[config.mk]
export PLATFORM = sky130hd
export DESIGN_NAME = serial_alu32
export DESIGN_NICKNAME = d
export VERILOG_FILES = /design/src/rtl/serial_alu32.sv
export SDC_FILE = /design/constraint.sdc
export NUM_CORES = 1
export LEC_CHECK = 0
export BUFFER_PORTS_ARGS = -buffer_cell sky130_fd_sc_hd__buf_2
export CAP_MARGIN = 20
export CORE_MARGIN = 2
export CORE_UTILIZATION = 30
export DETAILED_ROUTE_END_ITERATION = 12
export PLACE_DENSITY_LB_ADDON = 0.3
export SYNTH_ARGS = -nofsm -noshare
export SYNTH_HDL_FRONTEND = slang
export SYNTH_SLANG_ARGS = --single-unit
[constraint.sdc]
create_clock -name clk -period 8 [get_ports clk]
set_clock_uncertainty 0.05 [all_clocks]
set_input_delay 1.2 -clock clk [delete_from_list [all_inputs] [get_ports clk]]
set_output_delay 1.2 -clock clk [all_outputs]
set_load 0.01 [all_outputs]
[src/rtl/serial_alu32.sv]
// serial_alu32: bit-serial 32-bit ALU sequencer.
// Walks one 1-bit ALU slice from bit 0 to bit 31, one bit per clock, chaining a carry register.
// It derives carry-out, overflow and the SLT set bit at the MSB.
// It then presents a registered 32-bit result with a one-cycle done pulse.
module serial_alu32 (
    input  logic        clk,
    input  logic        reset,
    input  logic        start,
    input  logic [31:0] a,
    input  logic [31:0] b,
    input  logic [2:0]  op,
    output logic        busy,
    output logic        done,
    output logic [31:0] result,
    output logic        c_out,
    output logic        overflow,
    output logic        set,
    output logic        zero
);

    localparam int unsigned W  = 32;
    localparam int unsigned CW = 5;

    localparam logic [2:0] OP_AND = 3'b000;
    localparam logic [2:0] OP_OR  = 3'b001;
    localparam logic [2:0] OP_ADD = 3'b010;
    localparam logic [2:0] OP_SUB = 3'b110;
    localparam logic [2:0] OP_SLT = 3'b111;

    typedef enum logic [1:0] {
        IDLE   = 2'd0,
        RUN    = 2'd1,
        SLTFIX = 2'd2,
        FINISH = 2'd3
    } state_t;

    state_t         state;
    logic [W-1:0]   a_sh;
    logic [W-1:0]   b_sh;
    logic [W-1:0]   acc;
    logic [2:0]     op_q;
    logic [CW-1:0]  cnt;
    logic           carry;

    logic           binv;
    logic           arith;
    logic           valid_op;
    logic           a_bit;
    logic           b_eff;
    logic           sum_bit;
    logic           carry_nxt;
    logic           bit_res;
    logic [W-1:0]   acc_nxt;
    logic           c_nxt;
    logic           ov_nxt;
    logic           set_nxt;

    // 1-bit ALU slice and MSB flag derivation for the current bit position
    always_comb begin
        binv      = (op_q == OP_SUB) || (op_q == OP_SLT);
        arith     = (op_q == OP_ADD) || binv;
        valid_op  = arith || (op_q == OP_AND) || (op_q == OP_OR);
        a_bit     = a_sh[0];
        b_eff     = b_sh[0] ^ binv;
        sum_bit   = a_bit ^ b_eff ^ carry;
        carry_nxt = (a_bit & b_eff) | (a_bit & carry) | (b_eff & carry);
        bit_res   = 1'b0;
        case (op_q)
            OP_AND:                 bit_res = a_bit & b_eff;
            OP_OR:                  bit_res = a_bit | b_eff;
            OP_ADD, OP_SUB, OP_SLT: bit_res = sum_bit;
            default:                bit_res = 1'b0;
        endcase
        acc_nxt = {bit_res, acc[W-1:1]};
        // Flags only meaningful at bit 31 and only for arithmetic ops
        c_nxt   = arith & carry_nxt;
        ov_nxt  = arith & (carry ^ carry_nxt);
        set_nxt = arith & (sum_bit ^ carry ^ carry_nxt);
    end

    // Sequencer FSM with registered datapath and outputs
    always_ff @(posedge clk or posedge reset) begin
        if (reset) begin
            state    <= IDLE;
            a_sh     <= '0;
            b_sh     <= '0;
            acc      <= '0;
            op_q     <= '0;
            cnt      <= '0;
            carry    <= 1'b0;
            busy     <= 1'b0;
            done     <= 1'b0;
            result   <= '0;
            c_out    <= 1'b0;
            overflow <= 1'b0;
            set      <= 1'b0;
            zero     <= 1'b0;
        end else begin
            case (state)
                IDLE: begin
                    done <= 1'b0;
                    if (start) begin
                        a_sh  <= a;
                        b_sh  <= b;
                        op_q  <= op;
                        acc   <= '0;
                        cnt   <= '0;
                        carry <= (op == OP_SUB) || (op == OP_SLT);
                        busy  <= 1'b1;
                        state <= RUN;
                    end
                end
                RUN: begin
                    a_sh  <= a_sh >> 1;
                    b_sh  <= b_sh >> 1;
                    acc   <= acc_nxt;
                    carry <= carry_nxt;
                    cnt   <= cnt + CW'(1);
                    if (cnt == CW'(W - 1)) begin
                        c_out    <= c_nxt;
                        overflow <= ov_nxt;
                        set      <= set_nxt;
                        if (op_q == OP_SLT) begin
                            state <= SLTFIX;
                        end else begin
                            result <= acc_nxt;
                            zero   <= valid_op && (acc_nxt == '0);
                            done   <= 1'b1;
                            state  <= FINISH;
                        end
                    end
                end
                SLTFIX: begin
                    result <= {{(W - 1){1'b0}}, set};
                    zero   <= ~set;
                    done   <= 1'b1;
                    state  <= FINISH;
                end
                FINISH: begin
                    done  <= 1'b0;
                    busy  <= 1'b0;
                    state <= IDLE;
                end
                default: state <= IDLE;
            endcase
        end
    end

endmodule

==> flow_summary.json, run 1 <==
{
  "first_iter_violations": 218,
  "worst_r2r_endpoint": "b_sh[16]",
  "synth_edf_count": 0,
  "ff_latch_area_mm2": 0.00360,
  "switching_share_pct": 36.4,
  "crit_path_start_kind": "primary input",
  "number_of_buffers_added_by_the_clock_tree_synthesis_step": 17,
  "timing.critical_path.arrival_ns": 3.14,
  "cts-resized-gates": 0,
  "final_layout_size_suffix_gt1_share_pct": 22.2,
  "drt_pre_antenna_iters": 4,
  "grt_pass1_wl_um": 22800,
  "worst_ir_drop_vdd_mv": 0.195,
  "worst_skew_late_latency_ns": 0.41,
  "pin_count_of_the_biggest_net_entering_global_routing": 106,
  "power.share.combinational_pct": 36.2,
  "synth_ff_type": "sky130_fd_sc_hd__dfrtp_1",
  "maxCapViolations": 0,
  "mapped_area_mm2": 0.00640,
  "cts.sink_count": 144,
  "status": "finished clean",
  "pwr-share-clk_pct": 26.4,
  "master_of_the_slowest_instance_on_the_critical_path": "sky130_fd_sc_hd__buf_4",
  "multi_input_area_mm2": 0.00259,
  "wl_cell_um": 14.1,
  "port_buffers": 107,
  "post_synth_num_cell_types": 40,
  "final_antenna_net_count": 0,
  "postSynthCellCount": 583,
  "post_cts.repair.setup_buffers": 0,
  "drcViolationCount": 0,
  "placement_rows": 53,
  "worst_setup_path_startpoint": "start",
  "yosys-top-cells-count": "sky130_fd_sc_hd__dfrtp_1 (144), sky130_fd_sc_hd__nand2_1 (102), sky130_fd_sc_hd__o21ai_0 (78), sky130_fd_sc_hd__mux2i_1 (66), sky130_fd_sc_hd__a22o_1 (42)",
  "worstSetupPathType": "primary input to register",
  "power_frac_seq_pct": 37.4,
  "setup_repair_after_global_routing_missed_its_margin": "no",
  "flow.area_growth_from_synthesis_pct": 20.8,
  "synth.net_count": 663,
  "start_util_pct": 30.5,
  "clock_tree.root_cell": "sky130_fd_sc_hd__clkbuf_16",
  "grt.total_usage_pct": 12.9,
  "ys.warnings.count": 0,
  "final.fill_count": 2145,
  "setup-tns-final_ns": 0,
  "nets": 755,
  "place_hpwl_um": 8930,
  "critPathMaxStageDelay_ns": 0.84,
  "synth_top_cells_by_area": "sky130_fd_sc_hd__dfrtp_1 (56%), sky130_fd_sc_hd__mux2i_1 (10%), sky130_fd_sc_hd__o21ai_0 (6.1%)",
  "critical_path.most_common_cell": "sky130_fd_sc_hd__buf_4",
  "routed-via-count": 4405,
  "floorplan.die.width_um": 150,
  "proportion_of_netlist_area_held_by_the_largest_area_contributor_pct": 56.3,
  "switchingPower_mw": 1.06,
  "hold_fix_buffers_at_cts": 0,
  "coreArea_mm2": 0.0210,
  "rr_startpoint": "state[0]",
  "endpoint_kind": "register",
  "crit_path_max_fanout": 105,
  "totalPowerFinal_mw": 2.91,
  "cts.path.max_buffers": 2,
  "synthArstFlopShare_pct": 100,
  "finalHoldViolCount": 0,
  "r2r_slack_ns": 5.06,
  "final-max-slew-violation-count": 0,
  "path_clk_slew_ns": 0.06,
  "yosysTopAreaCell": "sky130_fd_sc_hd__dfrtp_1",
  "postRouteWirelength_um": 13500,
  "die_h_um": 150,
  "r2r_cells": 7,
  "cts_htree_levels": 4,
  "cp_cell_sequence": "buf_2, nand2b_1, o21ai_4, buf_4, buf_4, o21ai_0",
  "worst-endpoint-required_ns": 8.20,
  "synth.avg_cell_area_um2": 11.0,
  "grt_pass1_vias": 4288,
  "hp-class": "register to register",
  "setup_violations": 0,
  "fmax_ghz": 0.340,
  "yosysSeqAreaShare_pct": 56.3,
  "tightestPinTransition_ns": 0.955,
  "gp_congestion": 0.695,
  "drt-vias-per-instance": 4.58,
  "headroom_to_the_max_slew_limit_pct": 36.3,
  "ys_ff_latch": 144,
  "power_leakage_nw": 3.64,
  "fp.dieArea_mm2": 0.0225,
  "layout_worst_path_cycle_share_pct": 36.8,
  "worst_setup_path_endpoint": "b_sh[16]",
  "internal_power_mw": 1.85,
  "io_pins": 108,
  "tritoncts": "done",
  "min_clock_period_post_route_ns": 2.94,
  "power_density_mw_per_mm2": 377,
  "global_route.overflow_total": 0,
  "synth_most_common_cell": "sky130_fd_sc_hd__dfrtp_1",
  "grt_antenna_before_repair": 3
}
==> logic make-up after synthesis <==
| kind of cell | after synthesis | share of synthesized area, % |
|---|---|---|
| flops | 144 | 56.3 |
| simple gates | 156 | 11.6 |
| buf+inv | 50 | 3.58 |
| xor+xnor | 2 | 0.274 |
| fa+ha+maj | 10 | 2.19 |
| compound gates | 150 | 14.9 |
| mux | 71 | 11.2 |
==> sequential cells by signal, indices dropped and copies added (netlist names) <==
name / count
a_sh: 32
acc: 31
b_sh: 32
busy: 1
c_out: 1
carry: 1
cnt: 5
done: 1
op_q: 3
overflow: 1
result: 32
set: 1
state: 2
zero: 1
==> metal layers <==
| metal | share of wire [%] | vias up | track usage [%] |
|---|---|---|---|
| li1 | - | 2231 | - |
| met1 | 48 | 2057 | 17.9 |
| met3 | 6.7 | 7 | 5.03 |
| met2 | 44 | 108 | 19.0 |
| met5 | 0.12 | - | 0 |
| met4 | 0.46 | 2 | 3.40 |
==> stage by stage <==
stage | instance area (um^2) | worst slack, ns | util (%) | hold WS (ns) | std cells
floorplan | 6400 | 2.88 | - | 0.400 | 583
global placement | 7170 | 4.64 | 34.2 | 0.406 | 931
detailed placement | 7170 | 4.59 | 34.2 | 0.415 | 931
CTS | 7730 | 5.04 | 36.9 | 0.427 | 961
global route | 7730 | 4.65 | 36.9 | 0.453 | 961
finish | 7730 | 5.06 | 36.9 | 0.419 | 962
==> cell type report <==
| type | count | area share, % |
|---|---|---|
| clock buffer | 24 | 6.23 |
| clock inverter | 6 | 1.07 |
| inverter | 10 | 0.550 |
| tap | 275 | 4.45 |
| sequential | 144 | 46.6 |
| multi-input combinational | 389 | 33.6 |
| antenna | 1 | 0.0324 |
| timing repair buffer | 113 | 7.51 |
==> how the worst min path moves through the flow <==
stage / start / cells past startpoint / endpoint
3_3_place_gp: result[31] / 1 / result[31]
4_1_cts: result[25] / 2 / result[25]
3_5_place_dp: result[25] / 2 / result[25]
5_1_grt: result[0] / 2 / result[0]
6_report: result[25] / 2 / result[25]
2_1_floorplan: a_sh[10] / 2 / a_sh[10]
==> critical path, delay by kind of cell <==
family	cells	cell delay, ns
buf+inv	3	1.40
compound gates	2	0.30
simple gates	1	0.20
==> power by group through the flow <==
| stage | clock [mW] | sequential [mW] | combinational [mW] |
|---|---|---|---|
| floorplan | 0 | 1.07 | 0.880 |
| global placement | 0 | 1.10 | 1.07 |
| detailed placement | 0 | 1.10 | 1.08 |
| CTS | 0.793 | 1.09 | 1.08 |
| global route | 0.829 | 1.12 | 1.22 |
| finish | 0.769 | 1.09 | 1.05 |
==> cells in the final DEF, fill, tap and decap left out, types with 3 or more instances in the layout <==
master / instances
sky130_fd_sc_hd__a22o_1: 42
sky130_fd_sc_hd__ha_1: 7
sky130_fd_sc_hd__nand4_1: 3
sky130_fd_sc_hd__mux2_2: 5
sky130_fd_sc_hd__mux2i_1: 66
sky130_fd_sc_hd__clkbuf_16: 17
sky130_fd_sc_hd__dfrtp_1: 144
sky130_fd_sc_hd__buf_2: 107
sky130_fd_sc_hd__nand2_1: 102
sky130_fd_sc_hd__o21ai_0: 78
sky130_fd_sc_hd__inv_1: 9
sky130_fd_sc_hd__nand2b_1: 27
sky130_fd_sc_hd__o31ai_1: 3
sky130_fd_sc_hd__nor2b_1: 4
sky130_fd_sc_hd__nor4_1: 8
sky130_fd_sc_hd__clkbuf_8: 3
sky130_fd_sc_hd__a21oi_1: 6
sky130_fd_sc_hd__buf_4: 6
sky130_fd_sc_hd__clkinv_2: 3
sky130_fd_sc_hd__o21ai_1: 12
sky130_fd_sc_hd__clkbuf_1: 4
No activity file was read; power rests on OpenSTA's default activity.
==> run 2, diff against run 1 <==
- clock period: 8 -> 3.08 ns (I/O delays scaled with it)
==> flow_summary.json, run 2 (same netlist as run 1, synthesis figures left out) <==
{
  "status": "finished clean",
  "cts.sink_count": 144,
  "global_route.overflow_total": 0,
  "first_iter_violations": 247,
  "die_h_um": 150,
  "grt_antenna_before_repair": 2,
  "r2r_slack_ns": 0.63,
  "finalHoldViolCount": 0,
  "fp.dieArea_mm2": 0.0225,
  "placement_rows": 53,
  "flow.area_growth_from_synthesis_pct": 23.2,
  "number_of_buffers_added_by_the_clock_tree_synthesis_step": 17,
  "worst_r2r_endpoint": "acc[3]",
  "power.share.combinational_pct": 38.2,
  "worst-endpoint-required_ns": 3.38,
  "gp_congestion": 0.717,
  "worst_skew_late_latency_ns": 0.42,
  "layout_worst_path_cycle_share_pct": 79.4,
  "multi_input_area_mm2": 0.00259,
  "drcViolationCount": 0,
  "clock_tree.root_cell": "sky130_fd_sc_hd__clkbuf_16",
  "final.fill_count": 2151,
  "power_frac_seq_pct": 36.3,
  "tritoncts": "done",
  "fmax_ghz": 0.409,
  "rr_startpoint": "state[1]",
  "headroom_to_the_max_slew_limit_pct": 44.7,
  "setup_repair_after_global_routing_missed_its_margin": "no",
  "routed-via-count": 4448,
  "timing.critical_path.arrival_ns": 2.75,
  "worst_setup_path_endpoint": "acc[3]",
  "worstSetupPathType": "register to register",
  "grt.total_usage_pct": 13.3,
  "pin_count_of_the_biggest_net_entering_global_routing": 60,
  "hold-path-cell-count": 2,
  "power_density_mw_per_mm2": 990,
  "antenna-diode-count": 0,
  "tightestPinTransition_ns": 0.830,
  "crit_path_max_fanout": 51,
  "floorplan.die.width_um": 150,
  "final_core_utilization_pct": 37.6,
  "min_clock_period_post_route_ns": 2.45,
  "worst_ir_drop_vdd_mv": 0.482,
  "grt_pass1_vias": 4458,
  "switching_share_pct": 37.3,
  "switchingPower_mw": 2.91,
  "crit_path_start_kind": "register",
  "drt_pre_antenna_iters": 4,
  "internal_power_mw": 4.89,
  "path_clk_slew_ns": 0.06,
  "endpoint_kind": "register",
  "maxCapViolations": 0,
  "largest_registers": "a_sh (32), b_sh (32), result (32)",
  "final_layout_size_suffix_gt1_share_pct": 23.6,
  "nets": 762,
  "coreArea_mm2": 0.0210,
  "cts_htree_levels": 4,
  "setup_violations": 0,
  "start_util_pct": 30.5,
  "io_pins": 108,
  "power_leakage_nw": 3.71,
  "post_cts.repair.setup_buffers": 0,
  "r2r_cells": 6,
  "postRouteWirelength_um": 13900,
  "drt-vias-per-instance": 4.59,
  "wl_cell_um": 14.3,
  "pwr-share-clk_pct": 25.5,
  "final_antenna_net_count": 0,
  "layout_commonest_cell": "sky130_fd_sc_hd__dfrtp_1",
  "ff_latch_area_mm2": 0.00360,
  "place_hpwl_um": 9360,
  "port_buffers": 107,
  "hp-class": "primary input to register",
  "worst_setup_path_startpoint": "state[1]",
  "setup-tns-final_ns": 0,
  "final-max-slew-violation-count": 0,
  "cts.path.max_buffers": 2,
  "grt_pass1_wl_um": 23500,
  "most-common-layout-cells": "sky130_fd_sc_hd__dfrtp_1 (144), sky130_fd_sc_hd__buf_2 (107), sky130_fd_sc_hd__nand2_1 (102)"
}
run 2: cell count changes in the layout (fill, tap and decap cells not counted):
cell / before / now
sky130_fd_sc_hd__buf_12: 0 / 6
sky130_fd_sc_hd__buf_16: 0 / 1
sky130_fd_sc_hd__buf_4: 6 / 5
sky130_fd_sc_hd__bufinv_16: 2 / 1
sky130_fd_sc_hd__clkbuf_1: 4 / 0
sky130_fd_sc_hd__clkbuf_8: 3 / 1
sky130_fd_sc_hd__clkinv_2: 3 / 2
sky130_fd_sc_hd__clkinv_4: 0 / 3
sky130_fd_sc_hd__clkinvlp_4: 1 / 5
sky130_fd_sc_hd__diode_2: 1 / 0
sky130_fd_sc_hd__dlygate4sd3_1: 0 / 1
sky130_fd_sc_hd__inv_6: 1 / 4
run 2: how the worst min path moves through the flow:
stage / start / endpoint
after floorplan: a_sh[10] / a_sh[10]
after global placement: reset / acc[13]
after detailed placement: reset / acc[13]
after CTS: op[2] / op_q[2]
after global routing: op[2] / op_q[2]
final: op[2] / op_q[2]
run 2: critical path: stages (launching register included):
cell                      delay, ns
sky130_fd_sc_hd__dfrtp_1       0.40
sky130_fd_sc_hd__inv_1         0.16
sky130_fd_sc_hd__ha_4          0.25
sky130_fd_sc_hd__buf_4         0.67
sky130_fd_sc_hd__and2_1        0.31
sky130_fd_sc_hd__buf_4         0.35
sky130_fd_sc_hd__a22o_1        0.18
run 2: what timing repair did:
| action | in CTS | in global routing |
|---|---|---|
| hold endpoints to repair | 4 | 0 |
| hold buffers | 1 | 0 |
| resized for setup | 0 | 0 |
run 2: final cells by class:
class / instances / area share, %
Tap cell: 275 / 4.36
Clock inverter: 14 / 1.67
Timing Repair Buffer: 120 / 9.27
Sequential cell: 144 / 45.7
Inverter: 10 / 0.524
Multi-Input combinational cell: 389 / 32.9
Clock buffer: 18 / 5.57
run 2: layer usage:
metal  vias up  share of wire [%]  global-route usage (%)
li1       2246                  -                       -
met1      2086                 48                    17.9
met2        98                 45                    20.1
met3        14                6.3                    4.79
met4         4               0.94                    3.68
met5         -               0.15                       0
run 2: power groups by stage:
| stage | sequential, mW | combinational [mW] | clock (mW) |
|---|---|---|---|
| detailed placement | 2.87 | 2.99 | 0 |
| global route | 2.92 | 3.42 | 2.12 |
| floorplan | 2.78 | 2.29 | 0 |
| finish | 2.83 | 2.98 | 1.99 |
| CTS | 2.84 | 3.00 | 2.05 |
| global placement | 2.86 | 2.94 | 0 |
run 2: stage by stage:
step,total power [mW],hold slack [ns],cell area [um^2],cells,worst slack (ns)
2_1_floorplan,5.07,0.400,6400,583,0.763
3_3_place_gp,5.80,0.360,7280,936,0.647
3_5_place_dp,5.86,0.363,7280,936,0.604
4_1_cts,7.89,0.232,7860,969,0.581
5_1_grt,8.47,0.241,7890,970,0.410
6_report,7.81,0.249,7890,970,0.635
==> run 3, diff against run 2 <==
- clock period: 3.08 -> 2.35 ns (I/O delays scaled with it)
==> flow_summary.json, run 3 (same netlist as run 1, synthesis figures left out) <==
{
  "status": "finished clean",
  "setup_repair_after_global_routing_missed_its_margin": "no",
  "fp.dieArea_mm2": 0.0225,
  "crit_path_max_fanout": 3,
  "cp_cell_sequence": "xnor2_1, inv_1, fa_1, nand3b_1, nand4_1, or4b_1, a21oi_1",
  "grt_antenna_before_repair": 1,
  "fin_hold_ws_ns": 0.128,
  "worst_ir_drop_vdd_mv": 0.541,
  "port_buffers": 107,
  "drt_pre_antenna_iters": 4,
  "power_density_mw_per_mm2": 1300,
  "finalHoldViolCount": 0,
  "final_antenna_net_count": 0,
  "crit_path_start_kind": "register",
  "final_design_area_no_fill_mm2": 0.00793,
  "drcViolationCount": 0,
  "headroom_to_the_max_slew_limit_pct": 64.1,
  "global_route.overflow_total": 0,
  "floorplan.die.width_um": 150,
  "worst_skew_late_latency_ns": 0.42,
  "hp-class": "primary input to register",
  "place.detailed.instances": 938,
  "io_pins": 108,
  "worst-endpoint-required_ns": 2.64,
  "path_clk_slew_ns": 0.06,
  "routed-via-count": 4440,
  "grt_pass1_vias": 4545,
  "tritoncts": "done",
  "layout_worst_path_cycle_share_pct": 91.1,
  "most-common-layout-cells": "sky130_fd_sc_hd__dfrtp_1 (144), sky130_fd_sc_hd__buf_2 (107), sky130_fd_sc_hd__nand2_1 (102)",
  "master_of_the_slowest_instance_on_the_critical_path": "sky130_fd_sc_hd__fa_1",
  "setup_slack_ns": 0.208,
  "coreArea_mm2": 0.0210,
  "antenna-diode-count": 0,
  "power_leakage_nw": 3.74,
  "final.fill_count": 2132,
  "setup-tns-final_ns": 0,
  "cts_htree_levels": 4,
  "multi_input_area_mm2": 0.00259,
  "placement_rows": 53,
  "final_cell_count_no_fill": 971,
  "ff_latch_area_mm2": 0.00360,
  "cts.sink_count": 144,
  "critPathMaxStageDelay_ns": 0.51,
  "preCtsSetupSlack_ns": 0.197,
  "tightestPinTransition_ns": 0.538,
  "post_dp_cell_area_mm2": 0.00730,
  "final-max-slew-violation-count": 0,
  "fmax_ghz": 0.467,
  "number_of_buffers_added_by_the_clock_tree_synthesis_step": 17,
  "worstSetupPathType": "register to register",
  "timing.critical_path.arrival_ns": 2.44,
  "cts.path.max_buffers": 2,
  "largest_registers": "a_sh (32), b_sh (32), result (32)",
  "maxCapViolations": 0,
  "final_layout_size_suffix_gt1_share_pct": 23.7,
  "place_hpwl_um": 9200,
  "layout_commonest_cell": "sky130_fd_sc_hd__dfrtp_1",
  "die_h_um": 150,
  "wl_cell_um": 14.3,
  "endpoint_kind": "register",
  "nets": 763,
  "gp_congestion": 0.753,
  "start_util_pct": 30.5,
  "grt_pass1_wl_um": 23800,
  "postRouteWirelength_um": 13900,
  "drt-vias-per-instance": 4.57,
  "setup_violations": 0,
  "pin_count_of_the_biggest_net_entering_global_routing": 105,
  "final_core_utilization_pct": 37.8,
  "flow.area_growth_from_synthesis_pct": 23.9,
  "first_iter_violations": 161,
  "clock_tree.root_cell": "sky130_fd_sc_hd__clkbuf_16",
  "min_clock_period_post_route_ns": 2.14,
  "grt.total_usage_pct": 13.5,
  "totalPowerFinal_mw": 10.3
}
[run 3: cell types whose count changed in the layout (fill, tap and decap cells not counted), moves of 2 or more]
cell and change:
sky130_fd_sc_hd__clkbuf_8 +5, sky130_fd_sc_hd__clkinv_2 +2, sky130_fd_sc_hd__clkinv_4 -2, sky130_fd_sc_hd__clkinvlp_4 -2, sky130_fd_sc_hd__inv_6 -4
[run 3: final timing paths]
kind,from,endpoint,slack [ns],depth (start not counted)
max in group asynchronous,reset,b_sh[9],1.11,4
hold reg to reg,result[26],result[26],0.42,2
min in group asynchronous,reset,acc[21],0.48,3
setup / recovery,b_sh[0],zero,0.21,7
hold / removal,op[1],op_q[1],0.13,2
setup reg to reg,b_sh[0],zero,0.21,7
[run 3: repair_timing]
item	CTS	global route
resized for setup	0	0
endpoints found under the setup margin	0	0
setup buffers	0	0
hold endpoints to repair	17	0
hold buffers	1	0
[run 3: area by class of cell]
class	instances	area share (%)
repair buffers	121	9.22
clock inverters	9	1.31
inverters	10	0.521
well taps	275	4.34
clock buffers	23	6.41
flip-flops and latches	144	45.5
multi-input cells	389	32.7
[run 3: routing by layer]
| metal | wire length (um) | share of wire [%] | vias to the layer above | track usage (%) |
|---|---|---|---|---|
| li1 | - | - | 2249 | - |
| met1 | 6650 | 48 | 2072 | 17.9 |
| met2 | 6170 | 44 | 98 | 20.5 |
| met3 | 869 | 6.3 | 19 | 4.94 |
| met4 | 172 | 1.2 | 2 | 4.15 |
| met5 | 13 | 0.094 | - | 0 |
[run 3: critical path: cells and delay by family, from the launching register on]
family / cells / cell delay (ns)
flops: 1 / 0.38
simple gates: 3 / 0.66
fa+ha+maj: 1 / 0.51
xor+xnor: 1 / 0.22
buf+inv: 1 / 0.12
compound gates: 1 / 0.13
[run 3: power by group]
part           internal [mW]  switching (mW)  total, mW
Combinational           1.59            2.24       3.83
Sequential              3.24           0.435       3.68
Clock                   1.73            1.04       2.77
